## src/rtl/seq_mul_unit.sv

```systemverilog
// Sequential shift-and-add unsigned multiplier: one partial-product step per clock,
// SIZE steps per operation, product held until the next accepted start.
module seq_mul_unit #(
    parameter int SIZE = 32
) (
    input  logic                clk,
    input  logic                rst_n,
    input  logic                start,
    input  logic [SIZE-1:0]     a,
    input  logic [SIZE-1:0]     b,
    output logic                busy,
    output logic                done,
    output logic [2*SIZE-1:0]   product
);

    localparam int CW = $clog2(SIZE + 1);

    typedef enum logic [1:0] {
        IDLE = 2'd0,
        RUN  = 2'd1,
        DONE = 2'd2
    } state_t;

    state_t              state;
    state_t              state_next;
    logic                accept;
    logic [CW-1:0]       cnt;
    logic [SIZE-1:0]     reg_a;
    logic [2*SIZE-1:0]   p;
    logic [SIZE:0]       sum;

    always_ff @(posedge clk or negedge rst_n) begin
        if (!rst_n) begin
            state <= IDLE;
        end else begin
            state <= state_next;
        end
    end

    always_comb begin
        state_next = state;
        accept     = 1'b0;
        case (state)
            IDLE: begin
                if (start) begin
                    accept     = 1'b1;
                    state_next = RUN;
                end
            end
            RUN: begin
                // cnt==1 means this edge performs the final step
                if (cnt == CW'(1)) begin
                    state_next = DONE;
                end
            end
            DONE: begin
                if (start) begin
                    accept     = 1'b1;
                    state_next = RUN;
                end else begin
                    state_next = IDLE;
                end
            end
            default: begin
                state_next = IDLE;
            end
        endcase
    end

    // Carry-out lands in the top bit of P, so no product bit is ever lost.
    assign sum = {1'b0, p[2*SIZE-1:SIZE]} + {1'b0, reg_a};

    always_ff @(posedge clk or negedge rst_n) begin
        if (!rst_n) begin
            cnt   <= '0;
            reg_a <= '0;
            p     <= '0;
        end else if (accept) begin
            cnt   <= CW'(SIZE);
            reg_a <= a;
            p     <= {{SIZE{1'b0}}, b};
        end else if (state == RUN) begin
            cnt <= cnt - CW'(1);
            if (p[0]) begin
                p <= {sum, p[SIZE-1:1]};
            end else begin
                p <= {1'b0, p[2*SIZE-1:1]};
            end
        end
    end

    assign busy    = (state == RUN);
    assign done    = (state == DONE);
    assign product = p;

endmodule

```

## config.mk

```make
export PLATFORM = sky130hd
export DESIGN_NAME = seq_mul_unit
export DESIGN_NICKNAME = d
export VERILOG_FILES = /design/src/rtl/seq_mul_unit.sv
export SDC_FILE = /design/constraint.sdc
export NUM_CORES = 1
export LEC_CHECK = 0
export BUFFER_PORTS_ARGS = -buffer_cell sky130_fd_sc_hd__buf_2
export CAP_MARGIN = 30
export CORE_MARGIN = 4
export CORE_UTILIZATION = 55
export DETAILED_ROUTE_END_ITERATION = 7
export PLACE_DENSITY_LB_ADDON = 0.1
export SETUP_SLACK_MARGIN = 0.5
export SLEW_MARGIN = 30
export SYNTH_ARGS = -nofsm -noshare
export SYNTH_HDL_FRONTEND = slang
export SYNTH_SLANG_ARGS = --single-unit
```

## constraint.sdc

```tcl
create_clock -name clk -period 2.9 [get_ports clk]
set_clock_uncertainty 0.1 [all_clocks]
set_input_delay 0.145 -clock clk [delete_from_list [all_inputs] [get_ports clk]]
set_output_delay 0.145 -clock clk [all_outputs]
set_load 0.02 [all_outputs]
```

Word-level counts from Yosys, hierarchy flattened. Cells that the tools add are included.

Bits in registers: 104. Latch bits: 0. RAM bits: 0. Memory bits (read-only): 0. Output and inout bits: 66. Memories kept: 0.

Add/subtract/negate cells: 2. Multipliers: 0. Divide/modulo/power cells: 0. Magnitude comparators: 0. Equality and inequality tests: 5. Shift-type cells: 0. Mux-type cells: 11. Bitwise logic cells: 0. Reductions and logical operators: 4.

Operators with widths (number): 64-bit 2-to-1 mux (3); 32-bit by 32-bit adder with 33-bit output (1); 6-bit 2-to-1 mux (2); 6-bit by 1-bit == test with 1-bit output (second input constant) (1); 2-bit one-hot mux with 3 select lines (1); 6-bit by 1-bit subtractor with 6-bit output (second input constant) (1); 2-bit 2-to-1 mux (2); 1-bit 2-to-1 mux (3); 2-bit by 1-bit == test with 1-bit output (second input constant) (1); 2-bit == test (second input constant) (1); 2-bit logical NOT (1); 2-bit by 1-bit inequality test with 1-bit output (second input constant) (1); 2-bit inequality test (second input constant) (1); 2-bit AND reduction (1); 2-bit nonzero test (1); 2-bit OR reduction (1).

Depth between registers and ports, before layout. Gate-level depths: netlist of run 1.

Depth in word-level cells: 4. Depth in mapped cells: 9.

Least setup slack after synthesis of run 1. Ideal clock, no wire load.

Path type: register to register. Start: register p[32], in the netlist product[32]. End: register p[61], in the netlist product[61]. Setup time: 130 ps. Data arrival time: 2483 ps. Data required time: 2670 ps. Setup slack: 187 ps. Cell stages (with the launch flop): 10. Path buffers: 0. Cell sequence: dfrtp_1 > ha_1 > fa_1 > a21oi_1 > o21ai_1 > o31a_1 > o2111a_2 > o41ai_4 > xor2_1 > o21ai_1.

Longest elaborated chain between the ends: 4.

Ends and longest elaborated chain: start: declaration (line 29) `logic [2*SIZE-1:0] p;`; start signal: assignment (line 81) `p <= {{SIZE{1'b0}}, b};`; start signal: assignment (line 85) `p <= {sum, p[SIZE-1:1]};`; start signal: assignment (line 87) `p <= {1'b0, p[2*SIZE-1:1]};`; 32-bit by 32-bit adder with 33-bit output (line 71) `assign sum = {1'b0, p[2*SIZE-1:SIZE]} + {1'b0, reg_a};`; 64-bit 2-to-1 mux (line 84) `if (p[0]) begin`; 64-bit 2-to-1 mux (line 82) `end else if (state == RUN) begin`; 64-bit 2-to-1 mux (line 78) `end else if (accept) begin`.

Every way passes these cells. The select of a mux whose other input is x is not followed. A chain may end at the register's enable or synchronous reset.

Worst setup path in the final report of run 1.
Start: register reg_a[0]. End: register p[53], in the netlist product[53].

Longest elaborated chain between the ends: 4.

Ends and longest elaborated chain: start: declaration (line 28) `logic [SIZE-1:0] reg_a;`; start signal: assignment (line 76) `reg_a <= '0;`; start signal: assignment (line 80) `reg_a <= a;`; 32-bit by 32-bit adder with 33-bit output (line 71); 64-bit 2-to-1 mux (line 84); 64-bit 2-to-1 mux (line 82); 64-bit 2-to-1 mux (line 78).

Every way passes these cells. The select of a mux whose other input is x is not followed.

==> summary.md, run 1 <==
| Metric | Value |
|---|---|
| Avg Cell Area, Syn | `8.54 µm²` |
| Critical Path Max Stage Delay | `0.43 ns` |
| P_sw | `3.48 mW` |
| Number of synthesized register bits | `104` |
| Register area share after synthesis | `42.2%` |
| Routability cong. | `0.936` |
| Die ar. | `13,000 µm²` |
| Iter 0 DRT Violations | `402` |
| Fraction of layout cells with a size suffix above 1 | `24.4%` |
| Static Leak | `3.90 nW` |
| Vias | `6,110` |
| Clock Tree Root | `clkbuf_8` |
| Top cell family by delay on the critical path | `compound AO/OA/AOI/OAI gates` |
| Clock Latency Late Sink | `0.39 ns` |
| N_diodes | `0` |
| Fin crit share | `85.5%` |
| DRT antenna net count | `0` |
| Die X | `114 µm` |
| Power Density | `910 nW/µm²` |
| Num rows | `38` |
| FFs w/ async S/R, synth | `100%` |
| Worst setup EP type | `register` |
| Post-synth net total | `824` |
| First-pass GRT wire length | `28,800 µm` |
| CTS sink cnt | `104` |
| Period minus WS final | `2.48 ns` |
| Critical path's slowest cell | `dfrtp_1` |
| WL/cell | `17.0 µm` |
| CP Buf/Inv Count | `1` |
| Worst-case clock buffer depth | `2` |
| Crit path launch type | `register` |
| WS Path Type | `reg -> reg` |
| I/O pins | `133` |
| Hold crit path type | `in -> async` |
| DRC violations left | `0` |
| Internal Power | `4.00 mW` |
| Fmax | `403 MHz` |
| Most common flop cell mapped by yosys | `dfrtp_1` |
| Die Y | `114 µm` |
| Worst Tran Pin Value | `0.799 ns` |
| Top-area cell type share of the netlist area | `42.2%` |
| Critical path fanouts, max | `4` |
| Cells after synthesis | `722` |
| Drt total wl | `17,900 µm` |
| Mapped Area | `6160 µm²` |
| Switch share | `46.5%` |
| Reg power frac | `32.5%` |
| Total grt overflow | `0` |
| CTS tree | `yes` |
| Run status | `finished, final reports clean` |
| Critical Path AT | `2.66 ns` |
| Post-synth EDFFs | `0` |
| CTS H-Tree Depth | `3` |
| Starting Density | `56.6%` |
| Nets | `1,010` |
| First drt pass iteration count | `5` |
| Cell Chain, Critical Path | `ha_4 -> fa_2 -> a21oi_4 -> o21ai_4 -> o31a_1 -> o2111a_2 -> buf_4 -> nor2_4 -> xor2_1 -> o21ai_1` |
| Clk pin slew, worst setup/hold paths | `0.11 ns` |
| Synth Warn # | `0` |
| Synth area leader | `dfrtp_1` |
| Tot GR Track Use | `27.4%` |
| Fin area | `8220 µm²` |
| Commonest cells in the netlist | `nand2_1 (213), dfrtp_1 (104), a22oi_1 (47)` |
| Initial antenna violation count | `0` |
| Most common cell in the netlist | `nand2_1` |
| DP HPWL | `11,900 µm` |
| Combinational power share | `55.1%` |
| Top Layer Used | `met4` |
| Final Core Density | `75.5%` |
| Final Hold Fails | `0` |
| Clk pwr share | `12.4%` |
| Via-to-Cell Ratio | `5.80` |
| Yosys cell types | `57` |
| Layout fillers | `805` |
| Metal-1 WL | `7440 µm` |
| Area Overhead vs Synth | `33.4%` |
| DR WL met3 | `1130 µm` |
| TNS Setup | `0 ns` |
| Rel. slew slack | `46.2%` |
| Met2 routed WL | `8840 µm` |
| Final setup violation count | `0` |
| Maximum VDD drop | `0.734 mV` |
| Dominant cells by area after synthesis | `dfrtp_1 (42%), nand2_1 (13%), ha_1 (6.9%)` |
| Unrepaired setup endpoints after global routing | `true` |
| Placeable Area | `10,900 µm²` |
| Number of global-route vias before repair | `6,006` |
| Buffers on Ports | `132` |
| Num CTS Buffers | `9` |
| Pin count of the biggest net entering global routing | `65` |
| Max Slew Vio Count | `0` |
| Worst path required time | `3.08 ns` |
| Max_cap viols | `0` |
| Placed cell areas | `7010 µm²` |
## layout make-up
class / count / area [µm²] / share of cell area, %
Sequential cell: 104 / 2610 / 31.7
Timing Repair Buffer: 218 / 1490 / 18.1
Tap cell: 140 / 175 / 2.13
Inverter: 8 / 30.0 / 0.365
Clock buffer: 11 / 151 / 1.84
Clock inverter: 5 / 46.3 / 0.563
Multi-Input combinational cell: 567 / 3730 / 45.3
## power groups by stage
stage	Sequential [mW]	Combinational, mW	Clock (mW)
floorplan	2.87	2.04	0
global placement	2.38	3.58	0
detailed placement	2.41	3.65	0
CTS	2.38	3.80	0.949
global route	2.50	4.49	1.00
finish	2.43	4.13	0.930
## what timing repair did
action / 4_1_cts / 5_1_grt
setup endpoints to repair: 20 / 25
setup buffers: 3 / 6
pin swaps: 7 / 9
resized for setup: 12 / 55
endpoints found under the hold margin: 112 / 0
hold buffers: 65 / 0
## sequential cells by signal (all words and copies together), names as in the netlist
| name | flops |
|---|---|
| reg_a | 32 |
| cnt | 6 |
| product | 64 |
| state | 2 |
## metrics by stage
step / setup WS (ns) / power [mW] / instances / hold WS (ns)
6_report: 0.419 / 7.49 / 1053 / 0.212
5_1_grt: 0.323 / 7.99 / 1053 / 0.247
4_1_cts: 0.403 / 7.14 / 1047 / 0.224
3_5_place_dp: 0.288 / 6.06 / 963 / 0.106
3_3_place_gp: 0.362 / 5.96 / 963 / 0.0998
2_1_floorplan: 0.405 / 4.92 / 722 / -0.251
## path summary, 6_finish.rpt
path,startpoint,end,slack (ns),cells past startpoint
max,reg_a[0],product[53],0.42,10
min,rst_n,product[57],0.21,2
max reg2reg,reg_a[0],product[53],0.42,10
min reg2reg,reg_a[30],reg_a[30],0.39,2
max in group asynchronous,rst_n,product[32],1.76,3
min in group clk,start,state[0],0.24,3
## cells in the final DEF (no fill, tap or decap), types with 6 or more instances in the layout
| master | netlist | routed |
|---|---|---|
| buf_4 | 0 | 20 |
| xnor2_1 | 9 | 8 |
| a31oi_1 | 8 | 6 |
| nor2_1 | 28 | 24 |
| o21ai_0 | 45 | 36 |
| dlygate4sd3_1 | 0 | 65 |
| a21oi_1 | 40 | 30 |
| clkbuf_8 | 0 | 11 |
| nand4_1 | 9 | 9 |
| nand2_1 | 213 | 213 |
| o21ai_1 | 9 | 14 |
| ha_1 | 34 | 16 |
| a21oi_2 | 0 | 6 |
| mux2i_1 | 15 | 15 |
| a22oi_1 | 47 | 47 |
| buf_2 | 0 | 131 |
| dfrtp_1 | 104 | 102 |
| xor2_1 | 17 | 17 |
| ha_2 | 0 | 8 |
| inv_1 | 8 | 8 |
| ha_4 | 0 | 10 |
| o21a_1 | 8 | 8 |
| a21o_1 | 7 | 7 |
## layer usage
layer | vias to the layer above | GRT usage, %
met2 | 211 | 47.3
met3 | 41 | 6.68
li1 | 2932 | -
met5 | - | 0
met4 | 0 | 8.00
met1 | 2926 | 34.3
## cells by family after synthesis
logic type | share of synthesized area, %
flops | 42.2
simple gates | 19.6
compound gates | 21.7
mux | 2.44
xor+xnor | 3.69
fa+ha+maj | 7.23
buf+inv | 3.11
(Power assumes the default switching activity.)
==> inputs of run 2 (changes only) <==
--- a/config.mk
+++ b/config.mk
@@ -8,7 +8,7 @@
 export BUFFER_PORTS_ARGS = -buffer_cell sky130_fd_sc_hd__buf_2
 export CAP_MARGIN = 30
 export CORE_MARGIN = 4
-export CORE_UTILIZATION = 55
+export CORE_UTILIZATION = 60
 export DETAILED_ROUTE_END_ITERATION = 7
 export PLACE_DENSITY_LB_ADDON = 0.1
 export SETUP_SLACK_MARGIN = 0.5
==> constraint.sdc (replaced) <==
create_clock -name clk -period 3.2 [get_ports clk]
set_clock_uncertainty 0.1 [all_clocks]
set_input_delay 0.16 -clock clk [delete_from_list [all_inputs] [get_ports clk]]
set_output_delay 0.16 -clock clk [all_outputs]
set_load 0.02 [all_outputs]
==> run 2 against run 1 <==
Compared with the run above:
- worst hold slack better by 0.016 ns
- die area fell by 7.8%
- clock-buffer cell count fell by 1
- non-clock buffer count decreased by 9
- sequential cell count is the same
- critical path depth decreased by 1
- cell count decreased by 1.4%
- clock power decreased by 10%
- combinational power down 17%
- sequential power down 9.1%
- critical path type unchanged
- largest power group unchanged
==> summary.md, run 2 (synthesis results as in run 1) <==
| Metric | Value |
|---|---|
| Run status | `finished, final reports clean` |
| Final Hold Fails | `0` |
| Fin area | `7830 µm²` |
| Commonest cells after routing, fill and taps aside | `nand2_1 (213), buf_2 (131), dfrtp_1 (103)` |
| Critical path fanouts, max | `4` |
| CTS H-Tree Depth | `3` |
| Hold crit path type | `in -> async` |
| Via-to-Cell Ratio | `5.94` |
| Rel. slew slack | `51.3%` |
| Total power | `6.47 mW` |
| TNS Setup | `0 ns` |
| Placeable Area | `9910 µm²` |
| Die X | `109 µm` |
| Final cell count without fillers | `1,038` |
| Routability cong. | `0.941` |
| Max Slew Vio Count | `0` |
| Num rows | `36` |
| Worst setup EP type | `register` |
| Worst Tran Pin Value | `0.723 ns` |
| Total grt overflow | `0` |
| Fmax | `378 MHz` |
| DP HPWL | `11,700 µm` |
| Final Core Density | `79.0%` |
| Clk pwr share | `12.9%` |
| Placed cell areas | `6930 µm²` |
| WS Path Type | `reg -> reg` |
| Area Overhead vs Synth | `27.1%` |
| Worst path required time | `3.39 ns` |
| Vias | `6,167` |
| P_sw | `3.07 mW` |
| Starting Density | `62.2%` |
| Inst Count DP | `955` |
| Static Leak | `3.84 nW` |
| Most common cell after layout, fill and taps aside | `nand2_1` |
| Maximum VDD drop | `0.576 mV` |
| Clock Latency Late Sink | `0.40 ns` |
| WL/cell | `17.3 µm` |
| Max FFs per register | `64` |
| Combinational power share | `52.9%` |
| Final setup violation count | `0` |
| Critical Path AT | `2.84 ns` |
| Fraction of layout cells with a size suffix above 1 | `20.0%` |
| Fin crit share | `82.7%` |
| Max_cap viols | `0` |
| Crit path launch type | `register` |
| DRC violations left | `0` |
| Num CTS Buffers | `9` |
| Worst-case clock buffer depth | `2` |
| Critical Path Max Stage Delay | `0.44 ns` |
| Buffers on Ports | `132` |
| First drt pass iteration count | `5` |
| Period minus WS final | `2.65 ns` |
| Initial antenna violation count | `0` |
| I/O pins | `133` |
| Pin count of the biggest net entering global routing | `69` |
| Internal Power | `3.40 mW` |
| Drt total wl | `18,000 µm` |
| Critical path's slowest cell | `dfrtp_2` |
| Die Y | `109 µm` |
| Unrepaired setup endpoints after global routing | `true` |
| Power Density | `827 nW/µm²` |
| Switch share | `47.5%` |
| Iter 0 DRT Violations | `368` |
| DRT antenna net count | `0` |
| Top cell family by delay on the critical path | `compound AO/OA/AOI/OAI gates` |
| CTS sink cnt | `104` |
| CTS tree | `yes` |
| Reg power frac | `34.2%` |
| Number of global-route vias before repair | `6,191` |
| Die ar. | `12,000 µm²` |
| Clock Tree Root | `clkbuf_8` |
| CP Buf/Inv Count | `0` |
| Tot GR Track Use | `31.2%` |
| Clk pin slew, worst setup/hold paths | `0.11 ns` |
| Nets | `1,001` |
| First-pass GRT wire length | `29,400 µm` |
| Cell Chain, Critical Path | `ha_2 -> fa_2 -> a21oi_2 -> o21ai_2 -> o31a_1 -> o2111a_2 -> o41ai_4 -> xor2_1 -> o21ai_1` |
==> run 2: cell count changes in the layout (fill, tap and decap cells not counted), sizes merged <==
cell / change
buf: -9
clkbuf: -1
clkinv: -1
clkinvlp: +1
diode: +1
inv: +1
==> run 2: power groups by stage <==
stage | Clock [mW] | Sequential, mW | Combinational, mW
after floorplan | 0 | 2.60 | 1.82
after global placement | 0 | 2.18 | 3.18
after detailed placement | 0 | 2.20 | 3.25
after CTS | 0.849 | 2.18 | 3.34
after global routing | 0.904 | 2.26 | 3.75
final | 0.834 | 2.21 | 3.43
==> run 2: metrics by stage <==
step	hold slack [ns]	setup WS [ns]
2_1_floorplan	-0.236	0.517
3_3_place_gp	0.224	0.430
3_5_place_dp	0.233	0.380
4_1_cts	0.217	0.512
5_1_grt	0.243	0.451
6_report	0.228	0.553
==> run 2: final timing paths <==
kind	start	cells past startpoint	slack [ns]	end
hold reg to reg	reg_a[31]	2	0.40	reg_a[31]
max in group asynchronous	rst_n	3	2.06	cnt[2]
setup / recovery	product[32]	9	0.55	product[61]
setup reg to reg	product[32]	9	0.55	product[61]
min in group clk	start	5	0.23	product[63]
hold / removal	rst_n	2	0.23	product[60]
==> run 2: what timing repair did <==
action / 4_1_cts / 5_1_grt
pin swaps: 0 / 1
endpoints found under the setup margin: 8 / 13
setup buffers: 0 / 1
hold buffers: 65 / 0
endpoints found under the hold margin: 130 / 0
gates resized for setup: 5 / 8
==> run 2: per-layer routing <==
| layer | up-vias | GRT usage (%) | wire [µm] | part of all wire, % |
|---|---|---|---|---|
| met5 | - | 0 | 0 | 0 |
| met4 | 0 | 15.3 | 682 | 3.8 |
| met3 | 66 | 7.99 | 1350 | 7.5 |
| met2 | 281 | 51.1 | 8720 | 48 |
| met1 | 2916 | 38.5 | 7230 | 40 |
| li1 | 2904 | - | - | - |
==> run 2: area by class of cell <==
class	instances	area, µm²
well taps	133	166
fillers	663	2080
inverters	8	30.0
diodes	1	2.50
clock inverters	6	56.3
multi-input cells	567	3430
repair buffers	209	1410
flip-flops and latches	104	2600
clock buffers	10	138
